$ cat src/rtl/alu_core.sv
// alu_core: ALU execution stage.
// Accepts one operation per valid/ready handshake, computes add/and/xor in a
// single cycle or an unsigned multiply by iterative shift-add, and presents a
// 2W-bit registered result together with a one-cycle done pulse.
//
// Ports:
//   clk_i      clock, rising edge
//   rst_i      hard reset, asynchronous, active-low
//   alu_rst_i  soft reset, synchronous, active-high (aborts, clears result)
//   valid_i    request, qualified by ready_o
//   op_i       opcode: 0 no_op, 1 add, 2 and, 3 xor, 4 mul, 5..7 reserved
//   a_i, b_i   unsigned operands, captured on acceptance
//   ready_o    stage can accept a request (registered)
//   done_o     one-cycle pulse: result_o has just been loaded
//   result_o   result of the last completed operation, held until next one
module alu_core #(
  parameter int ALU_IN_OP_WIDTH = 8
) (
  input  logic                           clk_i,
  input  logic                           rst_i,
  input  logic                           alu_rst_i,
  input  logic                           valid_i,
  input  logic [2:0]                     op_i,
  input  logic [ALU_IN_OP_WIDTH-1:0]     a_i,
  input  logic [ALU_IN_OP_WIDTH-1:0]     b_i,
  output logic                           ready_o,
  output logic                           done_o,
  output logic [2*ALU_IN_OP_WIDTH-1:0]   result_o
);

  localparam int W  = ALU_IN_OP_WIDTH;
  localparam int CW = $clog2(W);

  localparam logic [2:0] OP_ADD = 3'd1;
  localparam logic [2:0] OP_AND = 3'd2;
  localparam logic [2:0] OP_XOR = 3'd3;
  localparam logic [2:0] OP_MUL = 3'd4;

  typedef enum logic [1:0] {
    ST_IDLE = 2'd0,
    ST_EXEC = 2'd1,
    ST_MUL  = 2'd2
  } state_t;

  state_t          state_reg,  state_next;
  logic [2:0]      op_reg,     op_next;
  // opa doubles as the multiplicand, so it is 2W wide to absorb the shifts.
  logic [2*W-1:0]  opa_reg,    opa_next;
  // opb doubles as the multiplier, shifted right each MUL cycle.
  logic [W-1:0]    opb_reg,    opb_next;
  logic [2*W-1:0]  acc_reg,    acc_next;
  logic [CW-1:0]   cnt_reg,    cnt_next;
  // Set after the final iteration; the product is published one cycle later,
  // which gives W iterations plus one completion cycle.
  logic            fin_reg,    fin_next;
  logic            ready_reg,  ready_next;
  logic            done_reg,   done_next;
  logic [2*W-1:0]  result_reg, result_next;

  logic [W:0]      sum_w;
  logic            accept;

  assign sum_w  = {1'b0, opa_reg[W-1:0]} + {1'b0, opb_reg};
  // ready_reg is only ever 1 in IDLE, so it also qualifies the state.
  assign accept = valid_i && ready_reg && !alu_rst_i;

  always_ff @(posedge clk_i or negedge rst_i) begin
    if (!rst_i) begin
      state_reg  <= ST_IDLE;
      op_reg     <= '0;
      opa_reg    <= '0;
      opb_reg    <= '0;
      acc_reg    <= '0;
      cnt_reg    <= '0;
      fin_reg    <= 1'b0;
      ready_reg  <= 1'b0;
      done_reg   <= 1'b0;
      result_reg <= '0;
    end else begin
      state_reg  <= state_next;
      op_reg     <= op_next;
      opa_reg    <= opa_next;
      opb_reg    <= opb_next;
      acc_reg    <= acc_next;
      cnt_reg    <= cnt_next;
      fin_reg    <= fin_next;
      ready_reg  <= ready_next;
      done_reg   <= done_next;
      result_reg <= result_next;
    end
  end

  always_comb begin
    state_next  = state_reg;
    op_next     = op_reg;
    opa_next    = opa_reg;
    opb_next    = opb_reg;
    acc_next    = acc_reg;
    cnt_next    = cnt_reg;
    fin_next    = fin_reg;
    ready_next  = ready_reg;
    done_next   = 1'b0;
    result_next = result_reg;

    if (alu_rst_i) begin
      state_next  = ST_IDLE;
      acc_next    = '0;
      cnt_next    = '0;
      fin_next    = 1'b0;
      ready_next  = 1'b0;
      result_next = '0;
    end else begin
      case (state_reg)
        ST_IDLE: begin
          ready_next = 1'b1;
          if (accept) begin
            case (op_i)
              OP_ADD, OP_AND, OP_XOR: begin
                op_next    = op_i;
                opa_next   = {{W{1'b0}}, a_i};
                opb_next   = b_i;
                state_next = ST_EXEC;
                ready_next = 1'b0;
              end
              OP_MUL: begin
                op_next    = op_i;
                opa_next   = {{W{1'b0}}, a_i};
                opb_next   = b_i;
                acc_next   = '0;
                cnt_next   = CW'(W - 1);
                fin_next   = 1'b0;
                state_next = ST_MUL;
                ready_next = 1'b0;
              end
              default: ;  // no_op and reserved codes are consumed silently
            endcase
          end
        end

        ST_EXEC: begin
          case (op_reg)
            OP_ADD:  result_next = {{(W-1){1'b0}}, sum_w};
            OP_AND:  result_next = {{W{1'b0}}, opa_reg[W-1:0] & opb_reg};
            OP_XOR:  result_next = {{W{1'b0}}, opa_reg[W-1:0] ^ opb_reg};
            default: result_next = '0;
          endcase
          done_next  = 1'b1;
          ready_next = 1'b1;
          state_next = ST_IDLE;
        end

        ST_MUL: begin
          if (fin_reg) begin
            result_next = acc_reg;
            done_next   = 1'b1;
            ready_next  = 1'b1;
            fin_next    = 1'b0;
            state_next  = ST_IDLE;
          end else begin
            if (opb_reg[0]) begin
              acc_next = acc_reg + opa_reg;
            end
            opa_next = opa_reg << 1;
            opb_next = opb_reg >> 1;
            if (cnt_reg == '0) begin
              fin_next = 1'b1;
            end else begin
              cnt_next = cnt_reg - 1'b1;
            end
          end
        end

        default: begin
          state_next = ST_IDLE;
        end
      endcase
    end
  end

  assign ready_o  = ready_reg;
  assign done_o   = done_reg;
  assign result_o = result_reg;

endmodule

$ cat config.mk
export PLATFORM = sky130hd
export DESIGN_NAME = alu_core
export DESIGN_NICKNAME = d
export VERILOG_FILES = /design/src/rtl/alu_core.sv
export SDC_FILE = /design/constraint.sdc
export NUM_CORES = 1
export LEC_CHECK = 0
export ABC_AREA = 1
export CAP_MARGIN = 20
export CORE_MARGIN = 2
export CORE_UTILIZATION = 62
export DETAILED_ROUTE_END_ITERATION = 10
export GPL_TIMING_DRIVEN = 0
export PLACE_DENSITY = 0.92
export REMOVE_ABC_BUFFERS = 1
export SLEW_MARGIN = 40
export SYNTH_ARGS = -nofsm -noshare
export SYNTH_HDL_FRONTEND = slang
export SYNTH_SLANG_ARGS = --single-unit
$ cat constraint.sdc
create_clock -name clk_i -period 4.6 [get_ports clk_i]
set_input_delay 0.69 -clock clk_i [delete_from_list [all_inputs] [get_ports clk_i]]
set_output_delay 0.69 -clock clk_i [all_outputs]
set_load 0.05 [all_outputs]
**Yosys cells after proc, flatten, opt, wreduce, memory -nomap -nowiden**

Cells that the tools add are included.

- Bits in registers: 67
- Word-level logic and storage cells: 97
- Output and inout port bits: 18

- Reduce and logical (&&, ||, !) cells: 19
- Bitwise operators: 3
- Equal/unequal tests: 19
- Add/subtract/negate cells: 3
- Multiplexer cells: 43

Operators with widths:

| cell | count |
|---|---|
| 16-bit two-way mux | 10 |
| 16-bit one-hot mux with 2 select lines | 3 |
| 9-bit one-hot mux with 3 select lines | 1 |
| 8-bit two-way mux | 3 |
| 16-bit adder | 1 |
| 8-bit one-hot mux with 2 select lines | 1 |
| 3-bit two-way mux | 5 |
| 3-bit inequality test (second input constant) | 5 |
| 5-bit AND reduction | 3 |
| 3-bit by 2-bit equality test with 1-bit output (second input constant) | 4 |
| 1-bit two-way mux | 11 |
| 8-bit by 8-bit adder with 9-bit output | 1 |
| 8-bit AND | 1 |
| 2-bit one-hot mux with 2 select lines | 2 |
| 8-bit XOR | 1 |
| 3-bit by 1-bit equality test with 1-bit output (second input constant) | 2 |
| 2-bit two-way mux | 3 |
| 2-bit inequality test (second input constant) | 3 |
| 3-bit one-hot mux with 2 select lines | 1 |
| 3-bit AND reduction | 2 |
| 3-bit nonzero test | 2 |
| 4-bit by 2-bit inequality test with 1-bit output (second input constant) | 1 |
| 1-bit one-hot mux with 2 select lines | 2 |
| 2-bit AND reduction | 2 |
| 16 further kinds | 17 |

**Logic depth before layout (Yosys ltp)**

Gate-level depths: netlist of run 1.

- Depth after elaboration: 6
- Gate-level depth with buffers: 15

**Least setup slack after synthesis of run 1**

Ideal clock, no wire load.

- Path kind: reg-to-reg
- Start point: register opa_reg[0]
- End point: register acc_reg[14]
- Data required time: 4.483 ns
- Period minus slack after synthesis: 1.872 ns
- Arrival: 1.755 ns
- Cell stages (with the launch flop): 12
- Slack: 2.728 ns
- Path through: dfrtp_1 -> ha_1 -> inv_1 -> fa_1 -> o21ai_0 -> nand2_1 -> nand2_1 -> nand3_1 -> nand2_1 -> nand2_1 -> nand3_1 -> nand2_1

- Word-level cells in the longest chain between the ends: 5

RTL lines:

| item | RTL line | text |
|---|---|---|
| from (decl) | 48 | `logic [2*W-1:0] opa_reg, opa_next;` |
| from (signal assigned) | 82 | `opa_reg <= opa_next;` |
| 16-bit adder | 161 | `acc_next = acc_reg + opa_reg;` |
| 16-bit two-way mux | 160 | `if (opb_reg[0]) begin` |
| 16-bit two-way mux | 153 | `if (fin_reg) begin` |
| 16-bit one-hot mux with 2 select lines | 113 | `case (state_reg)` |
| 16-bit two-way mux | 105 | `if (alu_rst_i) begin` |
| to (signal assigned) | 84 | `acc_reg <= acc_next;` |
| to (decl) | 51 | `logic [2*W-1:0] acc_reg, acc_next;` |

Every way passes these cells. The select of a mux whose other input is x is not followed.
A chain may end at the register's enable or synchronous reset.

**Worst setup path in the final report of run 1**

- Start point: input alu_rst_i
- End point: register acc_reg[7]

- Word-level cells in the longest chain between the ends: 4
- Elaborated cells on any way between the ends: 9

RTL lines:

| item | RTL line | text |
|---|---|---|
| from (decl) | 21 | `input logic alu_rst_i,` |
| 1-bit logical NOT | 65 | `assign accept = valid_i && ready_reg && !alu_rst_i;` |
| 1-bit logical AND | 65 |  |
| 3-bit inequality test (no source line) | n/a |  |
| 5-bit AND reduction (no source line) | n/a |  |

Several ways; a longest one is shown, not always the timed one.

==> results of run 1 <==
cells in the mapped netlist (all sizes together) (4+ instances only):
cell type / n / area [µm²]
a21oi: 27 / 135.1
a22oi: 5 / 37.54
buf: 13 / 101.3
dfrtp: 67 / 1677
ha: 28 / 350.3
inv: 62 / 237.7
nand2: 180 / 690.7
nand3: 35 / 175.2
nand3b: 4 / 30.03
nand4: 4 / 25.02
nor2: 34 / 158.9
o21a: 6 / 52.55
o21ai: 77 / 396.6
xnor2: 5 / 43.79
per-layer routing:
layer	GRT usage, %	vias to the layer above	share of wire [%]
li1	-	1966	-
met1	38.39	1868	46
met2	47.66	132	47
met3	3.959	18	4.7
met4	15.66	0	2.4
met5	0	-	0
area by class of cell:
cell class / count / area (µm²) / share of cell area [%]
inverters: 62 / 237.7 / 4.820
clock buffers: 11 / 151.4 / 3.070
repair buffers: 41 / 417.9 / 8.473
clock inverters: 5 / 37.54 / 0.7610
flip-flops and latches: 67 / 1677 / 33.99
well taps: 80 / 100.1 / 2.029
multi-input cells: 429 / 2311 / 46.85
cell families (layout without fill, tap and decap cells):
kind of cell,Yosys count,count (layout),synth area share [%]
AND/OR/NAND/NOR,263,263,25.85
AO/OA/AOI/OAI,127,127,16.39
buffers and inverters,78,119,8.094
flip-flops,67,67,38.74
adder cells (fa/ha/maj),30,30,9.020
XOR/XNOR,7,7,1.417
multiplexers,2,2,0.4915
per-stage QoR:
step           util, %  hold slack (ns)
3_5_place_dp     70.17           0.4668
2_1_floorplan        -           0.3944
4_1_cts          72.96           0.3121
5_1_grt          73.00           0.3460
6_report         73.00           0.2995
3_3_place_gp     69.80           0.4628
how the worst max path moves through the flow:
| stage | start | to | slack [ns] | depth (start not counted) |
|---|---|---|---|---|
| floorplan | state_reg[0] | result_o[0] | 2.39 | 8 |
| global placement | rst_i | cnt_reg[1] | 0.64 | 1 |
| detailed placement | alu_rst_i | acc_reg[7] | 1.59 | 9 |
| CTS | state_reg[0] | acc_reg[5] | 1.64 | 11 |
| global route | alu_rst_i | acc_reg[5] | 1.71 | 9 |
| finish | alu_rst_i | acc_reg[7] | 1.89 | 9 |
where the power goes:
group          leakage, nW  internal (W)  switching [W]
Clock               0.0915      0.000226       0.000251
Sequential           0.889      0.000717       0.000109
Combinational         1.41      0.000414       0.000744
==> results.txt, run 1 <==
----------------------------------------------------
[Outcome]
  Status ... finished, final reports clean

[CTS]
  Resized cells post-CTS ... 0
  TritonCTS clock tree ... yes
  TritonCTS Buffers ... 9
  Number of clock sinks ... between 60 and 70
  Worst skew pair latency ... 0.36 ns
  Number of H-tree levels ... 3
  Number of setup buffers added after CTS ... 0
  Maximum clock path buffer count ... 2
  Clock root buffer ... sky130_fd_sc_hd__clkbuf_8
  Hold Buf Count CTS ... 0
  Clock transition at the registers of the reported paths ... 0.08 ns

[Die]
  Row cnt ... 30
  Number of ports placed on the die boundary ... about 40
  Die Area ... ~0.0077 mm²
  Area of the core ... about 0.0068 mm²
  Die outline width ... between 80 and 90 µm
  Height of the die ... slightly below 90 µm
  Initial Util ... about 64%

[STA]
  Aggregate negative setup slack ... 0 ns
  Worst Clk Skew ... approximately 0.011 ns
  Actual slew at the worst max-slew pin ... approximately 0.63 ns
  Slew Limit Fails ... 0
  Final hold violation count ... 0
  RSZ-0062 raised after global routing ... false
  Final Cycle Share ... roughly three fifths
  Tmin final ... between 2 and 3 ns
  Count of endpoints failing setup in the final report ... 0
  Tightest slew margin relative to the limit ... a little under 60%
  Final setup margin ... between 1.5 and 2 ns
  Timing-limited maximum frequency ... roughly 370 MHz

[Final layout]
  Area of all placed cells without fillers ... 0.004932 mm²
  Highest-count cells in the layout ignoring fill and taps ... sky130_fd_sc_hd__nand2_1 (178), sky130_fd_sc_hd__dfrtp_1 (67), sky130_fd_sc_hd__inv_1 (59)
  Most common cell after layout, fill and taps aside ... sky130_fd_sc_hd__nand2_1
  Final Non-Filler Cells ... slightly below 700
  Area added between synthesis and finish ... 13.96%
  Fraction of final layout cells sized beyond drive strength 1 ... around 6%
  Diode insertion count for antenna repair ... 0
  Fillers ... 518
  Number of nets in the layout ... between 600 and 700

[Min path]
  Class of the tightest hold or removal check ... in -> async

[Synth]
  Synthesis warning total ... 0
  Post-Synthesis Cells ... approximately 570
  Yosys cell types ... between 40 and 50
  Number of flops mapped to enable cells by yosys ... 0
  Share of async-settable or async-resettable flops after synthesis ... 100.0%
  Flip-flop and latch count after synthesis ... 67
  Fraction of the yosys area taken by sequential cells ... around two fifths
  Post-synth top flop ... sky130_fd_sc_hd__dfrtp_1
  Mean cell area of the mapped netlist ... 7.540 µm²
  Netlist area before placement ... 0.004328 mm²

[GRT]
  Wire length of the first global-routing pass ... about 18000 µm
  Overall track demand over capacity in global routing ... between 20% and 30%
  GRT Residual Overflow ... 0
  Number of global-route vias before repair ... approximately 4.0k
  Largest net degree at the start of global routing ... slightly below 50
  Initial antenna violation count ... 0

[Power]
  Maximum vdd drop ... roughly 0.00026 V
  Total power ... ~0.0025 W
  Leakage power ... around 2.4 nW
  Power density relative to cell area ... between 400 and 500 mW/mm²

[Critical path]
  Buffers plus inverters on the worst setup path ... 2
  Critical register-to-register path startpoint ... state_reg[0]
  Maximum fanout encountered on the critical timing path ... 15
  Arrival @ worst endpoint ... about 3 ns
  Number of cell instances on the worst register-to-register path ... 11
  Worst setup path class ... in -> reg
  Reg-to-reg setup timing slack ... about 2.0 ns
  Cell type of the slowest stage on the worst timing path ... sky130_fd_sc_hd__clkdlybuf4s50_1
  CP cell instances ... clkdlybuf4s50_1 > nor2_2 > nand2_1 > o21ai_1 > nor2_2 > nand2_4 > nor2_4 > inv_1 > o21ai_0
  Endpoint required time on the critical path ... 4.88 ns
  Cell repeated most along the worst path ... sky130_fd_sc_hd__nor2_2
  Top cell family by delay on the critical path ... simple AND/OR/NAND/NOR gates
  Type of destination of the critical path ... register
  Crit start category ... input port
  Endpoint of the lowest-slack register-to-register path ... acc_reg[7]
  Largest incremental delay on the critical path ... 0.78 ns

[Routing]
  Total wirelength of the detailed-routed design ... about 10000 µm
  Final routed DRC violation total ... 0
  Detailed-routing iteration count for the pre-antenna-repair pass ... 5
  Drt via density ... about 5.7
  Routed wirelength normalized by instance count ... 15.02 µm
  Post-route ant nets ... 0
  Total vias in the final route ... about 4.0k
  DRC violation total after the first TritonRoute iteration ... between 200 and 300

[Placement]
  Placed cell count ... approximately 680
  Routability-driven placement congestion ratio ... just under 1
  Port buffer count ... 40
  Post-detailed-placement cell area ... roughly 0.0047 mm²
  Pre-CTS setup slack ... between 1.5 and 2 ns
  Detailed-placement wirelength estimate ... approximately 7400 µm

[Run]
  Max-cap check violation count ... 0

----------------------------------------------------
Power figures use the tool's default switching activity.
==> inputs of run 2 (changes only) <==
--- a/config.mk
+++ b/config.mk
@@ -8,10 +8,10 @@
 export ABC_AREA = 1
 export CAP_MARGIN = 20
 export CORE_MARGIN = 2
-export CORE_UTILIZATION = 62
+export CORE_UTILIZATION = 58
 export DETAILED_ROUTE_END_ITERATION = 10
 export GPL_TIMING_DRIVEN = 0
-export PLACE_DENSITY = 0.92
+export PLACE_DENSITY = 0.88
 export REMOVE_ABC_BUFFERS = 1
 export SLEW_MARGIN = 40
 export SYNTH_ARGS = -nofsm -noshare
==> constraint.sdc (replaced) <==
create_clock -name clk_i -period 2.6 [get_ports clk_i]
set_input_delay 0.39 -clock clk_i [delete_from_list [all_inputs] [get_ports clk_i]]
set_output_delay 0.39 -clock clk_i [all_outputs]
set_load 0.05 [all_outputs]
==> run 2 against run 1 <==
  * Worst hold slack improved by 0.18 ns
  * Worst setup slack got worse by 1.7 ns
  * Clock-buffer cell count decreased by 1
  * Final cell count increased by 2.6%
  * Sequential cell count unchanged
  * Clock power increased by 50%
==> results.txt, run 2 (synthesis results as in run 1) <==
----------------------------------------------------
[Critical path]
  Endpoint required time on the critical path ... about 2.9 ns
  Arrival @ worst endpoint ... roughly 2.7 ns
  Maximum fanout encountered on the critical timing path ... 15
  Crit start category ... register
  Type of destination of the critical path ... register
  Worst setup path class ... reg -> reg

[Die]
  Initial Util ... around 60%
  Die Area ... around 0.0082 mm²
  Height of the die ... 90.38 µm
  Row cnt ... 31
  Area of the core ... 0.007253 mm²
  Number of ports placed on the die boundary ... between 40 and 50
  Die outline width ... around 90 µm

[CTS]
  Number of H-tree levels ... 3
  Maximum clock path buffer count ... 2
  Clock transition at the registers of the reported paths ... about 0.070 ns
  TritonCTS clock tree ... yes
  TritonCTS Buffers ... 9
  Worst skew pair latency ... 0.35 ns
  Clock root buffer ... sky130_fd_sc_hd__clkbuf_8
  Number of clock sinks ... 67

[GRT]
  GRT Residual Overflow ... 0
  Overall track demand over capacity in global routing ... approximately a quarter
  Number of global-route vias before repair ... between 3k and 4k
  Largest net degree at the start of global routing ... 49
  Wire length of the first global-routing pass ... approximately 17000 µm
  Initial antenna violation count ... 0

[Final layout]
  Area added between synthesis and finish ... 14.08%
  Most common cell after layout, fill and taps aside ... sky130_fd_sc_hd__nand2_1
  Highest-count cells in the layout ignoring fill and taps ... sky130_fd_sc_hd__nand2_1 (178), sky130_fd_sc_hd__dfrtp_1 (67), sky130_fd_sc_hd__inv_1 (59)
  Final Non-Filler Cells ... 713
  Number of nets in the layout ... 664
  Fillers ... 588
  Diode insertion count for antenna repair ... 0
  Fraction of final layout cells sized beyond drive strength 1 ... approximately 5.5%

[STA]
  Final Cycle Share ... between 90% and 100%
  Count of endpoints failing setup in the final report ... 0
  Slew Limit Fails ... 0
  Final hold violation count ... 0
  RSZ-0062 raised after global routing ... false
  Tightest slew margin relative to the limit ... approximately three fifths
  Worst Clk Skew ... approximately 0.012 ns
  Aggregate negative setup slack ... 0 ns
  Worst hold margin ... roughly 0.48 ns
  Actual slew at the worst max-slew pin ... approximately 0.62 ns
  Timing-limited maximum frequency ... 416.6 MHz
  Tmin final ... around 2.4 ns

[Power]
  Maximum vdd drop ... between 0.0004 and 0.0005 V
  Power density relative to cell area ... about 850 mW/mm²
  Total power ... around 0.0042 W
  Leakage power ... between 2 and 2.5 nW

[Routing]
  DRC violation total after the first TritonRoute iteration ... approximately 290
  DRT met1 WL ... ~4300 µm
  Met3 Routed Length ... 597 µm
  Routed wirelength normalized by instance count ... 13.87 µm
  Highest metal used ... met4
  Final routed DRC violation total ... 0
  Detailed-routing iteration count for the pre-antenna-repair pass ... 5
  Total vias in the final route ... slightly below 4k
  Total wirelength of the detailed-routed design ... 9890 µm
  Drt via density ... ~5.6
  Routed length on met2 ... a little under 5000 µm
  Post-route ant nets ... 0

[Run]
  Max-cap check violation count ... 0

[Placement]
  Port buffer count ... 40
  Detailed-placement wirelength estimate ... around 7100 µm
  Routability-driven placement congestion ratio ... around 0.96
  Placed cell count ... approximately 700

[Min path]
  Class of the tightest hold or removal check ... in -> async

[Outcome]
  Status ... finished, final reports clean

----------------------------------------------------
[run 2: changes by cell type in the layout (fill, tap and decap cells not counted)]
| cell | change |
|---|---|
| sky130_fd_sc_hd__ha_4 | +1 |
| sky130_fd_sc_hd__clkinv_2 | +3 |
| sky130_fd_sc_hd__clkinvlp_4 | -2 |
| sky130_fd_sc_hd__inv_6 | +1 |
| sky130_fd_sc_hd__inv_4 | -1 |
| sky130_fd_sc_hd__clkbuf_8 | -2 |
| sky130_fd_sc_hd__clkinv_4 | -2 |
| sky130_fd_sc_hd__clkbuf_1 | +1 |
| sky130_fd_sc_hd__dlygate4sd3_1 | +1 |
| sky130_fd_sc_hd__ha_2 | -1 |
[run 2: critical path, cell delays in order, from the launching register on]
cell and delay, ns:
sky130_fd_sc_hd__dfrtp_1 0.36, sky130_fd_sc_hd__inv_1 0.12, sky130_fd_sc_hd__ha_1 0.24, sky130_fd_sc_hd__inv_1 0.14, sky130_fd_sc_hd__nor2_2 0.08, sky130_fd_sc_hd__inv_1 0.11
sky130_fd_sc_hd__nor2_1 0.06, sky130_fd_sc_hd__nor2_2 0.24, sky130_fd_sc_hd__nand2_4 0.20, sky130_fd_sc_hd__nor2_4 0.33, sky130_fd_sc_hd__inv_1 0.22, sky130_fd_sc_hd__o21ai_0 0.21
[run 2: final timing paths]
| kind | startpoint | endpoint | slack, ns | cells after the start |
|---|---|---|---|---|
| max | state_reg[0] | acc_reg[5] | 0.20 | 11 |
| min | rst_i | opa_reg[0] | 0.48 | 2 |
| max reg2reg | state_reg[0] | acc_reg[5] | 0.20 | 11 |
| min reg2reg | result_o[10] | result_o[10] | 0.49 | 2 |
| max in group asynchronous | rst_i | result_o[5] | 1.60 | 3 |
| min in group clk_i | result_o[10] | result_o[10] | 0.49 | 2 |
[run 2: final cells by class]
type / instances / area (µm²) / area share (%)
flip-flops and latches: 67 / 1677 / 33.96
clock buffers: 10 / 127.6 / 2.585
multi-input cells: 429 / 2321 / 47.01
clock inverters: 4 / 20.02 / 0.4055
inverters: 62 / 240.2 / 4.866
well taps: 99 / 123.9 / 2.509
repair buffers: 42 / 427.9 / 8.667
[run 2: layer usage]
layer	up-vias	global-route usage, %
met1	1863	33.06
met4	0	10.51
met2	139	43.11
met3	19	4.841
met5	-	0
li1	1955	-
[run 2: repair_timing]
| item | CTS | global route |
|---|---|---|
| setup buffers | 0 | 0 |
| hold buffers | 1 | 0 |
| gates resized for setup | 2 | 2 |
| endpoints found under the hold margin | 25 | 0 |
| endpoints found under the setup margin | 59 | 51 |
[run 2: power by group]
group | leakage [nW] | switching, W | total (W) | internal (W)
sequential | 0.889 | 0.000194 | 0.00146 | 0.00127
clock | 0.0815 | 0.000388 | 0.000717 | 0.000329
combinational | 1.42 | 0.00129 | 0.00202 | 0.000729
[run 2: per-stage QoR]
step                setup slack [ns]  util (%)  instance area (µm²)
floorplan                     0.3943         -                 4215
global placement              -1.019     65.34                 4740
detailed placement           -0.2981     65.59                 4757
CTS                          0.06648     67.90                 4925
global route              0.00002420     68.07                 4937
finish                        0.1995     68.07                 4937
==> inputs of run 3 (changes only) <==
--- a/config.mk
+++ b/config.mk
@@ -17,3 +17,4 @@
 export SYNTH_ARGS = -nofsm -noshare
 export SYNTH_HDL_FRONTEND = slang
 export SYNTH_SLANG_ARGS = --single-unit
+export TNS_END_PERCENT = 50
==> constraint.sdc (replaced) <==
create_clock -name clk_i -period 2.3 [get_ports clk_i]
set_input_delay 0.345 -clock clk_i [delete_from_list [all_inputs] [get_ports clk_i]]
set_output_delay 0.345 -clock clk_i [all_outputs]
set_load 0.05 [all_outputs]
==> run 3 against run 2 <==
  * Critical path depth fell by 4
  * Sequential share of layout area fell by 1.1 points
  * Wire length rose by 12%
  * Sequential power rose by 14%
  * Core utilization rose by 2.2 points
  * Clock-buffer cell count did not move
  * Die area did not move
  * Combinational power rose by 21%
  * Critical endpoint is now opa_reg[14]
  * Design area rose by 3.3%
  * Non-clock buffer count rose by 12
  * First-iteration DRC count rose by 13%
==> results.txt, run 3 (synthesis results as in run 1) <==
----------------------------------------------------
[Outcome]
  Status ... finished, final reports clean

[STA]
  Count of endpoints failing setup in the final report ... 0
  Worst hold margin ... about 0.43 ns
  Tmin final ... 2.243 ns
  Final hold violation count ... 0
  Final Cycle Share ... a little over nine tenths
  Slew Limit Fails ... 0
  Tightest slew margin relative to the limit ... between 50 and 60%
  Final setup margin ... ~0.057 ns
  Actual slew at the worst max-slew pin ... 0.6345 ns
  Timing-limited maximum frequency ... roughly 450 MHz
  Worst Clk Skew ... around 0.011 ns

[Critical path]
  Arrival @ worst endpoint ... around 2.5 ns
  Crit start category ... register
  Worst setup path class ... reg -> reg
  CP cell instances ... inv_1 > ha_4 > inv_6 > nand2_1 > o21ai_4 > o21a_2 > o21ai_1
  Maximum fanout encountered on the critical timing path ... 44
  Largest incremental delay on the critical path ... slightly above 0.4 ns
  Type of destination of the critical path ... register
  Endpoint required time on the critical path ... around 2.5 ns
  Cell type of the slowest stage on the worst timing path ... sky130_fd_sc_hd__o21a_2

[Routing]
  Drt via density ... around 5.7
  DRC violation total after the first TritonRoute iteration ... 326
  Post-route ant nets ... 0
  DRT met1 WL ... 4679 µm
  Met3 Routed Length ... approximately 800 µm
  Total vias in the final route ... about 4.2k
  Detailed-routing iteration count for the pre-antenna-repair pass ... 5
  Routed length on met2 ... 5290 µm
  Highest metal used ... met4
  Final routed DRC violation total ... 0
  Routed wirelength normalized by instance count ... roughly 15 µm
  Total wirelength of the detailed-routed design ... between 10000 and 15000 µm

[CTS]
  TritonCTS Buffers ... 9
  Worst skew pair latency ... roughly 0.35 ns
  TritonCTS clock tree ... yes
  Number of H-tree levels ... 3
  Number of clock sinks ... 67
  Maximum clock path buffer count ... 2
  Clock transition at the registers of the reported paths ... roughly 0.070 ns
  Clock root buffer ... sky130_fd_sc_hd__clkbuf_8

[Die]
  Row cnt ... 31
  Area of the core ... 0.007253 mm²
  Initial Util ... around three fifths
  Die outline width ... approximately 90 µm
  Number of ports placed on the die boundary ... 41
  Die Area ... 0.008169 mm²
  Height of the die ... between 90 and 100 µm

[Final layout]
  Most common cell after layout, fill and taps aside ... sky130_fd_sc_hd__nand2_1
  Area of all placed cells without fillers ... 0.005100 mm²
  Area added between synthesis and finish ... 17.84%
  Fraction of final layout cells sized beyond drive strength 1 ... under 10%
  Number of nets in the layout ... 680
  Diode insertion count for antenna repair ... 0
  Fillers ... between 500 and 600
  Highest-count cells in the layout ignoring fill and taps ... sky130_fd_sc_hd__nand2_1 (178), sky130_fd_sc_hd__dfrtp_1 (67), sky130_fd_sc_hd__inv_1 (58)

[GRT]
  Overall track demand over capacity in global routing ... between 20% and 30%
  GRT Residual Overflow ... 0
  Initial antenna violation count ... 0
  Wire length of the first global-routing pass ... ~17000 µm
  Largest net degree at the start of global routing ... 49
  Number of global-route vias before repair ... between 3k and 4k

[Power]
  Maximum vdd drop ... between 0.0004 and 0.0005 V
  Leakage power ... ~2.5 nW
  Power density relative to cell area ... roughly 960 mW/mm²

[Min path]
  Class of the tightest hold or removal check ... in -> async

[Placement]
  Port buffer count ... 40
  Pre-CTS setup slack ... -0.5981 ns
  Post-detailed-placement cell area ... roughly 0.0048 mm²
  Routability-driven placement congestion ratio ... just under 1
  Detailed-placement wirelength estimate ... 7135 µm

[Run]
  Max-cap check violation count ... 0

----------------------------------------------------
[run 3: changes by cell type in the layout (fill, tap and decap cells not counted), sizes merged]
cell / before / now
o21ai: 77 / 78
o21a: 6 / 9
buf: 2 / 14
[run 3: layout make-up]
cell class                      count  area (µm²)  share of cell area, %
Sequential cell                    67        1677                  32.88
Tap cell                           99       123.9                  2.429
Clock buffer                       10       127.6                  2.502
Clock inverter                      4       20.02                 0.3925
Inverter                           62       240.2                  4.710
Timing Repair Buffer               54       530.5                  10.40
Multi-Input combinational cell    433        2381                  46.69
[run 3: final timing paths]
check	startpoint	end	slack [ns]	depth (start not counted)
min in group clk_i	result_o[15]	result_o[15]	0.49	2
worst min-delay path	rst_i	opa_reg[0]	0.43	2
worst max register to register	state_reg[0]	opa_reg[14]	0.06	7
max in group asynchronous	rst_i	result_o[8]	1.33	3
worst max-delay path	state_reg[0]	opa_reg[14]	0.06	7
worst min register to register	result_o[15]	result_o[15]	0.49	2
[run 3: worst max-delay path: cells and delay by family, from the launching register on]
kind	cells	cell delay [ns]
DFF	1	0.37
buffers and inverters	2	0.39
AOI/OAI and AO/OA	3	0.83
adders and majority gates	1	0.23
and+or+nand+nor	1	0.28
[run 3: timing repair]
| item | in CTS | in global routing |
|---|---|---|
| pin swaps | 1 | 4 |
| hold buffers | 1 | 0 |
| cloned | 0 | 4 |
| resized for setup | 4 | 6 |
| setup buffers | 3 | 9 |
| setup endpoints to repair | 62 | 52 |
| hold endpoints to repair | 25 | 0 |
[run 3: routing by layer]
layer  vias up  track usage [%]
met4         0            10.26
li1       1996                -
met3        29            4.925
met1      1969            33.24
met5         -                0
met2       174            43.67
[run 3: per-stage QoR]
stage                     util, %  power [W]  TNS (ns)  std cells
after floorplan                 -   0.003284         0        558
after global placement      65.34   0.003796   -109.48        697
after detailed placement    65.59   0.003891    -27.80        698
after CTS                   68.38   0.004721         0        716
after global routing        70.31   0.005264   -0.1412        729
final                       70.31   0.004906         0        729
[run 3: power by group]
group / total [W] / internal (W) / switching, W / leakage, nW
combinational: 0.00244 / 0.000894 / 0.00154 / 1.50
clock: 0.000814 / 0.000372 / 0.000442 / 0.0815
sequential: 0.00166 / 0.00143 / 0.000222 / 0.889
